**src/rtl/micro_sequencer.sv**
```systemverilog
// micro_sequencer
// Microprogram sequencer that generates the next microinstruction address
// for decode_rom every cycle. It handles instruction fetch, opcode dispatch,
// stepping within a 4-word microroutine, interrupt entry and trapping of
// microroutine overruns.
//
// Each opcode owns a 4-word microroutine at {opcode, step[1:0]}. decode_rom
// registers addr on the clock edge, so addr is the combinational next-state
// value and upc is the address whose control word decode_rom presents now.
//
// Ports:
//   clk         in   1       single clock, posedge
//   rst         in   1       asynchronous, active-high reset
//   ir_op       in   8       opcode from the instruction register (dispatch only)
//   uc_dispatch in   1       control-word bit: jump to {ir_op, 2'b00}
//   uc_end      in   1       control-word bit: last word of the routine
//   stall       in   1       memory not ready: hold the current microinstruction
//   irq         in   1       level interrupt request
//   irq_en      in   1       interrupt enable from the CPU flags
//   addr        out  10      next microaddress to decode_rom (combinational)
//   upc         out  10      current microaddress (registered)
//   irq_ack     out  1       high for the first cycle of the IRQ routine
//   fault       out  1       sticky microroutine-overrun flag
//   retired     out  CNT_W   count of non-stalled uc_end events (wraps)

module micro_sequencer #(
    parameter logic [9:0] FETCH_ADDR = 10'h000,
    parameter logic [9:0] IRQ_ADDR   = 10'h3FC,
    parameter logic [9:0] FAULT_ADDR = 10'h3F8,
    parameter int         CNT_W      = 16
) (
    input  logic             clk,
    input  logic             rst,
    input  logic [7:0]       ir_op,
    input  logic             uc_dispatch,
    input  logic             uc_end,
    input  logic             stall,
    input  logic             irq,
    input  logic             irq_en,
    output logic [9:0]       addr,
    output logic [9:0]       upc,
    output logic             irq_ack,
    output logic             fault,
    output logic [CNT_W-1:0] retired
);

    logic take_irq;
    logic take_retire;
    logic take_fault;

    // Next-address priority chain. The event strobes are decoded alongside
    // so that the registered flags and counter follow exactly the rule that
    // selected the address. A simultaneous uc_end is ignored on dispatch.
    always_comb begin
        addr        = upc + 10'd1;
        take_irq    = 1'b0;
        take_retire = 1'b0;
        take_fault  = 1'b0;
        if (fault) begin
            addr = FAULT_ADDR;
        end else if (rst) begin
            addr = FETCH_ADDR;
        end else if (stall) begin
            addr = upc;
        end else if (uc_dispatch) begin
            addr = {ir_op, 2'b00};
        end else if (uc_end && irq && irq_en) begin
            addr        = IRQ_ADDR;
            take_irq    = 1'b1;
            take_retire = 1'b1;
        end else if (uc_end) begin
            addr        = FETCH_ADDR;
            take_retire = 1'b1;
        end else if (upc[1:0] == 2'b11) begin
            // Stepping past the last word would cross into the next
            // opcode's routine, so trap instead.
            addr       = FAULT_ADDR;
            take_fault = 1'b1;
        end
    end

    // State register. irq_ack is a one-cycle pulse because it is reloaded
    // every edge and take_irq is never set while stalled. fault only clears
    // through reset.
    always_ff @(posedge clk or posedge rst) begin
        if (rst) begin
            upc     <= FETCH_ADDR;
            irq_ack <= 1'b0;
            fault   <= 1'b0;
            retired <= '0;
        end else begin
            upc     <= addr;
            irq_ack <= take_irq;
            fault   <= fault | take_fault;
            if (take_retire) begin
                retired <= retired + CNT_W'(1);
            end
        end
    end

endmodule

```
**config.mk**
```make
export PLATFORM = sky130hd
export DESIGN_NAME = micro_sequencer
export DESIGN_NICKNAME = d
export VERILOG_FILES = /design/src/rtl/micro_sequencer.sv
export SDC_FILE = /design/constraint.sdc
export NUM_CORES = 1
export LEC_CHECK = 0
export CORE_AREA = 2 2 51 53
export DETAILED_ROUTE_END_ITERATION = 12
export DIE_AREA = 0 0 53 55
export DONT_BUFFER_PORTS = 1
export PLACE_DENSITY = 0.76
export SYNTH_ARGS = -nofsm -noshare
export SYNTH_HDL_FRONTEND = slang
export SYNTH_SLANG_ARGS = --single-unit
```
**constraint.sdc**
```tcl
create_clock -name clk -period 2.27 [get_ports clk]
set_input_delay 0.1135 -clock clk [delete_from_list [all_inputs] [get_ports clk]]
set_output_delay 0.1135 -clock clk [all_outputs]
set_load 0.005 [all_outputs]
```
## Word-level counts from Yosys, hierarchy flattened

Index checks and enable logic that the tools add are counted.

| storage, ports and cells | value |
|---|---|
| flip-flop bits (word level) | 28 |
| bits of input ports | 15 |
| output and inout bits | 38 |
| logic and storage cells | 35 |

| operators by class | value |
|---|---|
| add/subtract/negate cells | 2 |
| equal/unequal tests | 1 |
| multiplexer cells | 25 |
| bitwise logic cells | 1 |
| reduce and logical (&&, ||, !) cells | 2 |

Operators with widths:

| cell | count |
|---|---|
| $mux W10 | 7 |
| $mux W1 | 18 |
| $add A16 B1 Y16 const B | 1 |
| $add A10 B1 Y10 const B | 1 |
| $eq A2 B2 Y1 const B | 1 |
| $logic_and A1 B1 Y1 | 2 |
| $or A1 B1 Y1 | 1 |

## Logic depth before layout (Yosys ltp)

Gate-level depths: netlist of the first run.

| depth | value |
|---|---|
| depth in word-level cells | 9 |
| depth in mapped cells | 5 |

## Least setup slack after synthesis of the first run

No wires, ideal clock.

| path | value |
|---|---|
| path kind | input port to flip-flop |
| from | input rst |
| to | register upc[9] |
| arrival | 1542 ps |
| required time | 2153 ps |
| slack | 611 ps |
| stages on the path | 5 |
| path buffers | 1 |
| path through | clkbuf_1 inv_1 and3_1 a311oi_1 nor3_1 |

| between the ends | value |
|---|---|
| longest elaborated chain between the ends | 2 |

RTL lines:

| item | line | source |
|---|---|---|
| start, declared | 33 | `input logic rst,` |
| $mux W10 | 61 | `end else if (rst) begin` |
| $mux W10 | 59 | `if (fault) begin` |
| net addr[9] | 40 | `output logic [9:0] addr,` |
| end signal, assigned | 92 | `upc <= addr;` |
| end, declared | 41 | `output logic [9:0] upc,` |

The timed path passes the listed nets, and every way through them passes these cells.
A chain may end at the register's enable or synchronous reset.

## Worst setup path in the final report of the first run

| path | value |
|---|---|
| from | register upc[0] |
| to | output addr[6] |

| between the ends | value |
|---|---|
| longest elaborated chain between the ends | 8 |

RTL lines:

| item | line | source |
|---|---|---|
| $add A10 B1 Y10 or $eq A2 B2 Y1 (tied branches) | 55, 74 |  |
| $mux W10 * | 74 | `end else if (upc[1:0] == 2'b11) begin` |
| $mux W10 * | 71 | `end else if (uc_end) begin` |
| $mux W10 * | 67 | `end else if (uc_end && irq && irq_en) begin` |
| $mux W10 * | 65 | `end else if (uc_dispatch) begin` |
| $mux W10 * | 63 | `end else if (stall) begin` |
| $mux W10 * | 61 |  |
| $mux W10 * | 59 |  |
| end, declared | 40 |  |

Mark *: on every way between the ends. The rest lies on a longest branch, timed or not.

==> impl_metrics.yaml, run 1 <==
outcome:
  outcome: "complete, no violations"
synthesis:
  synth_area_um2: 1470
  ys.warnings.count: 0
  syn_nets: 163
  postSynthCellCount: 146
  seq_area_frac_synth: 0.477
  syn-mean-instance-area_um2: 10.1
  yosysUniqueCellTypes: 39
  synth_seq_cells: 28
timing:
  timing.fmax_ghz: 0.477
  fin_ws_ns: 0.175
  hold_violations: 0
  min_period_ns: 2.09
  setup_tns_ns: 0
  maxSlewHeadroom: 0.577
  rsz0062_at_grt: "no"
  drv_slew: 0
  min_period_over_period: 0.923
  fin_skew_ns: 0.00474
  setup_viol: 0
  worst_slew_pin_slew_ns: 0.634
finish:
  nFillCells: 187
  final-seq-area_um2: 701
  layout-drive-gt1-share: 0.0779
  area_growth_pct: 10.6
  multiInputGateArea_um2: 728
  diodes: 0
  fin_nets: 172
  layout.cells.non_filler: 184
  final_area_um2: 1620
drt:
  wirelength_um: 3450
  dr.pass1.iters: 4
  drt_iter0_markers: 36
  drc: 0
  ant_nets: 0
  wire_per_inst_um: 18.7
  via_per_inst: 6.34
  vias: 1166
power:
  p_switching_mw: 0.290
  p_leak_nw: 0.728
  combPwrFrac: 0.133
  clock_power_share: 0.305
  powerDensity_nw_per_um2: 661
  power_frac_seq: 0.562
  p_sw_frac: 0.270
  internal_power_mw: 0.783
  peakVddDrop_mv: 0.551
critical_path:
  cp_data_arrival_time_ns: 1.98
  cp.required_ns: 2.16
  cp_top_family: "compound AO/OA/AOI/OAI gates"
  path_max_fanout: 5
  timing.rr.end: "upc[6]$_DFF_PP0_"
  cp_num_cells: 5
  critPathBufInv: 0
  reg2reg_depth: 5
  max_stage_delay_ns: 0.47
  reg2reg_from: "upc[0]$_DFF_PP0_"
  start_kind: "flip-flop"
  end_kind: "primary output"
  cp_slowest_cell: "dfrtp_1"
  critPathKind: "reg -> out"
  cp_cell_sequence: "ha_1 > nor2b_1 > o21ai_1 > nand2b_1 > a221o_1"
  r2r_setup_slack_ns: 0.50
clocking:
  cts_tree: "yes"
  ctsHtreeMaxLevel: 1
  insertion_delay_ns: 0.33
  cts.clk_slew.worst_paths_ns: 0.15
  cts_buffers: 3
  clock_sinks: 28
  cts-root-buf: "clkbuf_4"
  clock_path_buffers: 2
job:
  maxCapViolations: 0
worst_hold_path:
  min_from: "uc_end"
  worst_hold_path_type: "in -> reg"
  hold_depth: 2
  holdPathEnd: "fault$_DFF_PP0_"
floorplan:
  rows: 18
  die-area_um2: 2920
  io_pins: 53
  die_width_um: 53
  die_h_um: 55
  start_util: 0.621
  core_um2: 2360
placement:
  io_buffers: 0
  dpl.cell_count: 173
  dpl.hpwl_um: 2400
  dp_slack_ns: 0.472
  place_congestion: 0.846
  placed_cell_area_um2: 1500
global_route:
  grt_max_degree: 18
  grt_usage: 0.246
  antenna_found_initial: 0
  gr-total-overflow: 0
  grt_pass1_wl_um: 5200
  grt_pass1_vias: 1123
[cell usage after synthesis (all sizes together)]
cell / n / area (um^2)
dfrtp: 28 / 701
nand2: 13 / 48.8
xnor2: 13 / 114
nor2: 10 / 37.5
nor3: 8 / 40.0
nand3: 7 / 35.0
nand4: 6 / 37.5
inv: 5 / 18.8
a21oi: 4 / 20.0
clkbuf: 4 / 15.0
nand2b: 4 / 25.0
or3: 4 / 30.0
xor2: 4 / 35.0
a22oi: 3 / 22.5
nor4: 3 / 48.8
o21ai: 3 / 15.0
a211oi: 2 / 15.0
a221o: 2 / 20.0
and3: 2 / 12.5
and4: 2 / 17.5
ha: 2 / 25.0
nor2b: 2 / 12.5
a211o: 1 / 8.76
a21bo: 1 / 10.0
a21o: 1 / 7.51
a311o: 1 / 10.0
a311oi: 1 / 8.76
a31oi: 1 / 6.26
a32oi: 1 / 8.76
and2: 1 / 6.26
buf: 1 / 5.00
mux2: 1 / 11.3
nor4bb: 1 / 10.0
o21a: 1 / 7.51
o22ai: 1 / 6.26
o32ai: 1 / 8.76
or2: 1 / 6.26
[per-layer routing]
layer | vias to the layer above | track usage | wire length, um | part of all wire
met1 | 580 | 0.326 | 1450 | 0.42
met3 | 2 | 0.0618 | 262 | 0.076
met2 | 43 | 0.400 | 1720 | 0.50
li1 | 541 | - | - | -
met5 | - | 0 | 0 | 0
met4 | 0 | 0.0726 | 15 | 0.0044
[cell families after synthesis]
family | count (synthesis) | synth area share
flip-flops | 28 | 0.477
AO/OA/AOI/OAI | 24 | 0.119
AND/OR/NAND/NOR | 64 | 0.251
XOR/XNOR | 17 | 0.101
multiplexers | 1 | 0.00767
adder cells (fa/ha/maj) | 2 | 0.0170
buffers and inverters | 10 | 0.0264
[how the worst max path moves through the flow]
stage                        to              from  slack [ns]
2_1_floorplan  upc[9]$_DFF_PP0_               rst        0.61
3_3_place_gp   upc[6]$_DFF_PP0_  upc[0]$_DFF_PP0_        0.53
3_5_place_dp   upc[6]$_DFF_PP0_  upc[0]$_DFF_PP0_        0.47
4_1_cts                 addr[6]  upc[0]$_DFF_PP0_         0.1
5_1_grt                 addr[6]  upc[0]$_DFF_PP0_        0.06
6_report                addr[6]  upc[0]$_DFF_PP0_        0.18
[worst reg2reg max path: cells and delay by family, from the launching register on]
family | cells | cell delay [ns]
adders and majority gates | 1 | 0.28
and+or+nand+nor | 2 | 0.27
AOI/OAI and AO/OA | 2 | 0.63
DFF | 1 | 0.47
[cell type report]
type	instances	share of cell area
Sequential cell	28	0.432
Clock buffer	3	0.0139
Multi-Input combinational cell	108	0.449
Clock inverter	1	0.0185
Tap cell	30	0.0231
Inverter	5	0.0116
Timing Repair Buffer	9	0.0524
[registers in the layout, indices dropped and copies added, names as in the netlist]
signal and count:
upc 10, retired 16, fault 1, irq_ack 1
[what timing repair did]
item / in CTS / in global routing
hold buffers: 5 / 2
setup endpoints to repair: 0 / 2
endpoints found under the hold margin: 20 / 1
resized for setup: 0 / 1
setup buffers: 0 / 0
[power by group through the flow]
stage               logic, mW  registers, mW  clock network [mW]
detailed placement      0.131          0.613                   0
global route            0.160          0.610               0.351
floorplan               0.114          0.599                   0
CTS                     0.140          0.604               0.332
finish                  0.142          0.603               0.327
global placement        0.124          0.611                   0
[stage by stage]
step,hold WS [ns],power (mW),util
detailed placement,0.111,0.744,0.634
global route,0.0263,1.12,0.686
CTS,0.00231,1.08,0.678
global placement,0.0958,0.735,0.634
finish,0.0387,1.07,0.686
floorplan,0.245,0.714,-
[layout by cell type, fill, tap and decap left out, drive strengths merged, types with 3 or more instances in the layout]
master / n
nand3: 7
dlygate4sd3: 7
a21oi: 4
nand2b: 4
nor3: 8
nand2: 13
nor2: 10
inv: 5
nand4: 6
dfrtp: 28
xor2: 4
xnor2: 13
clkbuf: 3
a22oi: 3
or3: 4
o21ai: 3
nor4: 3
Power figures use the tool's default switching activity.
==> run 2: changes to the inputs <==
==> config.mk (replaced) <==
export PLATFORM = sky130hd
export DESIGN_NAME = micro_sequencer
export DESIGN_NICKNAME = d
export VERILOG_FILES = /design/src/rtl/micro_sequencer.sv
export SDC_FILE = /design/constraint.sdc
export NUM_CORES = 1
export LEC_CHECK = 0
export CORE_AREA = 2 2 53 55
export DETAILED_ROUTE_END_ITERATION = 12
export DIE_AREA = 0 0 55 57
export DONT_BUFFER_PORTS = 1
export PLACE_DENSITY = 0.71
export SYNTH_ARGS = -nofsm -noshare
export SYNTH_HDL_FRONTEND = slang
export SYNTH_SLANG_ARGS = --single-unit
==> constraint.sdc (replaced) <==
create_clock -name clk -period 2.4 [get_ports clk]
set_input_delay 0.12 -clock clk [delete_from_list [all_inputs] [get_ports clk]]
set_output_delay 0.12 -clock clk [all_outputs]
set_load 0.005 [all_outputs]
==> impl_metrics.yaml, run 2 (synthesis results as in run 1) <==
power:
  power_frac_seq: 0.614
  p_leak_nw: 0.710
  powerDensity_nw_per_um2: 585
  clock_power_share: 0.248
  internal_power_mw: 0.663
  p_sw_frac: 0.288
  p_switching_mw: 0.268
  combPwrFrac: 0.138
  peakVddDrop_mv: 0.420
global_route:
  grt_max_degree: 18
  antenna_found_initial: 0
  grt_pass1_wl_um: 5150
  gr-total-overflow: 0
  grt_pass1_vias: 1177
  grt_usage: 0.219
placement:
  io_buffers: 0
  dpl.hpwl_um: 2380
  dpl.cell_count: 173
  place_congestion: 0.807
finish:
  nFillCells: 226
  final_common_cell: "dfrtp_1"
  final_util: 0.608
  area_growth_pct: 8.35
  layout.cells.non_filler: 183
  largest_register_ffs: 16
  reg_top3: "retired x16, upc x10"
  layout-drive-gt1-share: 0.0724
  diodes: 0
  fin_nets: 170
  final_cell_mix: "dfrtp_1, nand2_1, xnor2_1"
  largest_register: "retired"
timing:
  setup_viol: 0
  maxSlewHeadroom: 0.657
  min_period_over_period: 0.897
  setup_tns_ns: 0
  rsz0062_at_grt: "no"
  fin_skew_ns: 0.00600
  min_period_ns: 2.15
  timing.fmax_ghz: 0.464
  drv_slew: 0
  worst_slew_pin_slew_ns: 0.513
  hold_violations: 0
critical_path:
  reg2reg_from: "upc[0]$_DFF_PP0_"
  timing.rr.end: "upc[6]$_DFF_PP0_"
  worstSetupStartpoint: "upc[0]$_DFF_PP0_"
  cp_data_arrival_time_ns: 2.03
  end_kind: "primary output"
  cp.required_ns: 2.28
  path_max_fanout: 5
  critPathKind: "reg -> out"
  r2r_setup_slack_ns: 0.59
  start_kind: "flip-flop"
  reg2reg_depth: 5
drt:
  drc: 0
  highest_layer: "met4"
  dr.pass1.iters: 4
  wl_met1_um: 1310
  wirelength_um: 3240
  via_per_inst: 6.40
  wire_per_inst_um: 17.7
  routed-wl-met3_um: 203
  drt_iter0_markers: 34
  dr_wl_met2_um: 1710
  ant_nets: 0
  vias: 1171
floorplan:
  rows: 19
  start_util: 0.561
  die_width_um: 55
  die_h_um: 57
  die-area_um2: 3140
  core_um2: 2620
  io_pins: 53
clocking:
  cts.clk_slew.worst_paths_ns: 0.14
  clock_path_buffers: 2
  insertion_delay_ns: 0.33
  ctsHtreeMaxLevel: 1
  cts_tree: "yes"
  cts_resized: 0
  cts-root-buf: "clkbuf_4"
  clock_sinks: 28
  cts_buffers: 3
worst_hold_path:
  worst_hold_path_type: "in -> reg"
  holdPathEnd: "upc[2]$_DFF_PP0_"
  min_from: "irq_en"
  hold_depth: 2
outcome:
  outcome: "complete, no violations"
job:
  maxCapViolations: 0
run 2: cell count changes in the layout (fill, tap and decap cells not counted), sizes merged:
| cell | delta |
|---|---|
| buf | -1 |
| bufinv | -1 |
| clkbuf | +1 |
| dlygate4sd3 | -1 |
run 2: routing by layer:
layer  GRT usage  vias to the layer above
li1            -                      539
met1       0.266                      582
met2       0.384                       48
met3      0.0445                        2
met4      0.0627                        0
met5           0                        -
run 2: cell type report:
class	instances	area, um^2	share of cell area
multi-input combinational	108	728	0.458
sequential	28	701	0.441
inverter	5	18.8	0.0118
timing repair buffer	7	67.6	0.0425
tap	31	38.8	0.0244
clock buffer	4	36.3	0.0228
run 2: stage by stage:
step	total power [mW]	hold WS [ns]	worst slack (ns)	instance area [um^2]
finish	0.931	0.0200	0.246	1590
CTS	0.946	0.00102	0.238	1590
detailed placement	0.703	0.0642	0.612	1490
floorplan	0.675	0.251	0.732	1470
global placement	0.696	0.0582	0.666	1490
global route	0.984	0.00297	0.122	1590
run 2: power by group through the flow:
stage	Sequential, mW	Clock [mW]	Combinational (mW)
final	0.571	0.231	0.129
after global routing	0.581	0.259	0.144
after CTS	0.572	0.243	0.131
after detailed placement	0.581	0	0.121
after global placement	0.579	0	0.117
after floorplan	0.567	0	0.108
run 2: worst max path at each step:
stage                             to
floorplan                    addr[9]
global placement    upc[6]$_DFF_PP0_
detailed placement  upc[6]$_DFF_PP0_
CTS                          addr[6]
global route                 addr[6]
finish                       addr[6]
run 2: what timing repair did:
item | CTS | global route
hold endpoints to repair | 18 | 0
setup buffers | 0 | 0
setup endpoints to repair | 0 | 0
hold buffers | 6 | 0
run 2: worst max-delay path, stage by stage (launching register included):
cell and delay [ns]:
dfrtp_1 0.46, ha_1 0.26, nor2b_1 0.17, o21ai_0 0.34, nand2b_1 0.10, a221o_1 0.39
==> run 3: changes to the inputs <==
--- a/config.mk
+++ b/config.mk
@@ -9,6 +9,7 @@
 export DETAILED_ROUTE_END_ITERATION = 12
 export DIE_AREA = 0 0 55 57
 export DONT_BUFFER_PORTS = 1
+export HOLD_SLACK_MARGIN = 0.12
 export PLACE_DENSITY = 0.71
 export SYNTH_ARGS = -nofsm -noshare
 export SYNTH_HDL_FRONTEND = slang
==> impl_metrics.yaml, run 3 (synthesis results as in run 1) <==
outcome:
  outcome: "complete, no violations"
placement:
  dpl.hpwl_um: 2380
  dpl.cell_count: 173
  dp_slack_ns: 0.612
  place_congestion: 0.807
  io_buffers: 0
worst_hold_path:
  worst_hold_path_type: "in -> reg"
  hold_depth: 3
finish:
  area_growth_pct: 12.6
  multiInputGateArea_um2: 731
  layout-drive-gt1-share: 0.0759
  final_cell_mix: "dfrtp_1, nand2_1, xnor2_1"
  fin_nets: 176
  final-seq-area_um2: 701
  diodes: 0
  layout.cells.non_filler: 189
  nFillCells: 217
  largest_register: "retired"
  largest_register_ffs: 16
  final_common_cell: "dfrtp_1"
  reg_top3: "retired x16, upc x10"
power:
  peakVddDrop_mv: 0.421
  p_leak_nw: 0.733
  power.total_mw: 0.944
  powerDensity_nw_per_um2: 571
drt:
  wirelength_um: 3280
  wire_per_inst_um: 17.4
  via_per_inst: 6.47
  ant_nets: 0
  dr.pass1.iters: 4
  drt_iter0_markers: 45
  drc: 0
  vias: 1223
timing:
  timing.fmax_ghz: 0.444
  worst_slew_pin_slew_ns: 0.491
  hold_violations: 0
  min_period_over_period: 0.938
  maxSlewHeadroom: 0.673
  rsz0062_at_grt: "no"
  setup_viol: 0
  setup_tns_ns: 0
  fin_ws_ns: 0.148
  fin_skew_ns: 0.00767
  hold_ws_ns: 0.127
  drv_slew: 0
  min_period_ns: 2.25
floorplan:
  die_width_um: 55
  die_h_um: 57
  start_util: 0.561
  rows: 19
  die-area_um2: 3140
  core_um2: 2620
  io_pins: 53
global_route:
  grt_max_degree: 18
  grt_pass1_wl_um: 5340
  grt_pass1_vias: 1233
  antenna_found_initial: 0
  grt_usage: 0.226
  gr-total-overflow: 0
critical_path:
  start_kind: "flip-flop"
  end_kind: "primary output"
  reg2reg_depth: 5
  critPathKind: "reg -> out"
  path_max_fanout: 5
  cp_data_arrival_time_ns: 2.13
  cp.required_ns: 2.28
clocking:
  clock_sinks: 28
  cts_buffers: 3
  cts_tree: "yes"
  clock_path_buffers: 2
  ctsHtreeMaxLevel: 1
  cts.clk_slew.worst_paths_ns: 0.15
  cts-root-buf: "clkbuf_4"
  insertion_delay_ns: 0.33
  post_cts_buffers: 0
job:
  maxCapViolations: 0
==> run 3: cell types whose count changed in the layout (fill, tap and decap cells not counted), sizes merged <==
cell and delta:
dlygate4sd3 +6
==> run 3: layout make-up <==
type	count	area share
Inverter	5	0.0114
Tap cell	31	0.0235
Multi-Input combinational cell	108	0.442
Clock buffer	4	0.0220
Timing Repair Buffer	13	0.0772
Sequential cell	28	0.424
==> run 3: critical path, stage by stage, from the launching register on <==
cell,delay [ns]
dfrtp_1,0.47
ha_1,0.28
nor2_2,0.16
a22oi_1,0.09
dlygate4sd3_1,0.58
nor3_1,0.23
==> run 3: final timing paths <==
kind / start / endpoint / slack [ns]
min in group asynchronous: rst / upc[9]$_DFF_PP0_ / 0.39
worst min-delay path: stall / upc[3]$_DFF_PP0_ / 0.13
worst max-delay path: upc[0]$_DFF_PP0_ / addr[0] / 0.15
worst max register to register: upc[0]$_DFF_PP0_ / upc[0]$_DFF_PP0_ / 0.49
max in group asynchronous: rst / upc[2]$_DFF_PP0_ / 1.39
worst min register to register: retired[15]$_DFFE_PP0P_ / retired[15]$_DFFE_PP0P_ / 0.53
==> run 3: where the power goes <==
| group | switching (mW) | internal (mW) | leakage (nW) |
|---|---|---|---|
| sequential | 0.0607 | 0.510 | 0.381 |
| clock | 0.138 | 0.0929 | 0.0210 |
| combinational | 0.0747 | 0.0678 | 0.331 |
==> run 3: layer usage <==
layer / routed length [um] / part of all wire / track usage / up-vias
met5: 0 / 0 / 0 / -
met4: 53 / 0.016 / 0.0732 / 0
met1: 1240 / 0.38 / 0.267 / 597
met2: 1730 / 0.53 / 0.401 / 66
met3: 261 / 0.080 / 0.0419 / 6
li1: - / - / - / 554
==> run 3: repair_timing <==
item,4_1_cts,5_1_grt
endpoints found under the setup margin,0,1
hold buffers,12,0
endpoints found under the hold margin,21,0
resized for setup,0,1
==> run 3: metrics by stage <==
step | cell area (um^2) | utilization
floorplan | 1470 | -
global placement | 1490 | 0.571
detailed placement | 1490 | 0.571
CTS | 1650 | 0.631
global route | 1650 | 0.632
finish | 1650 | 0.632
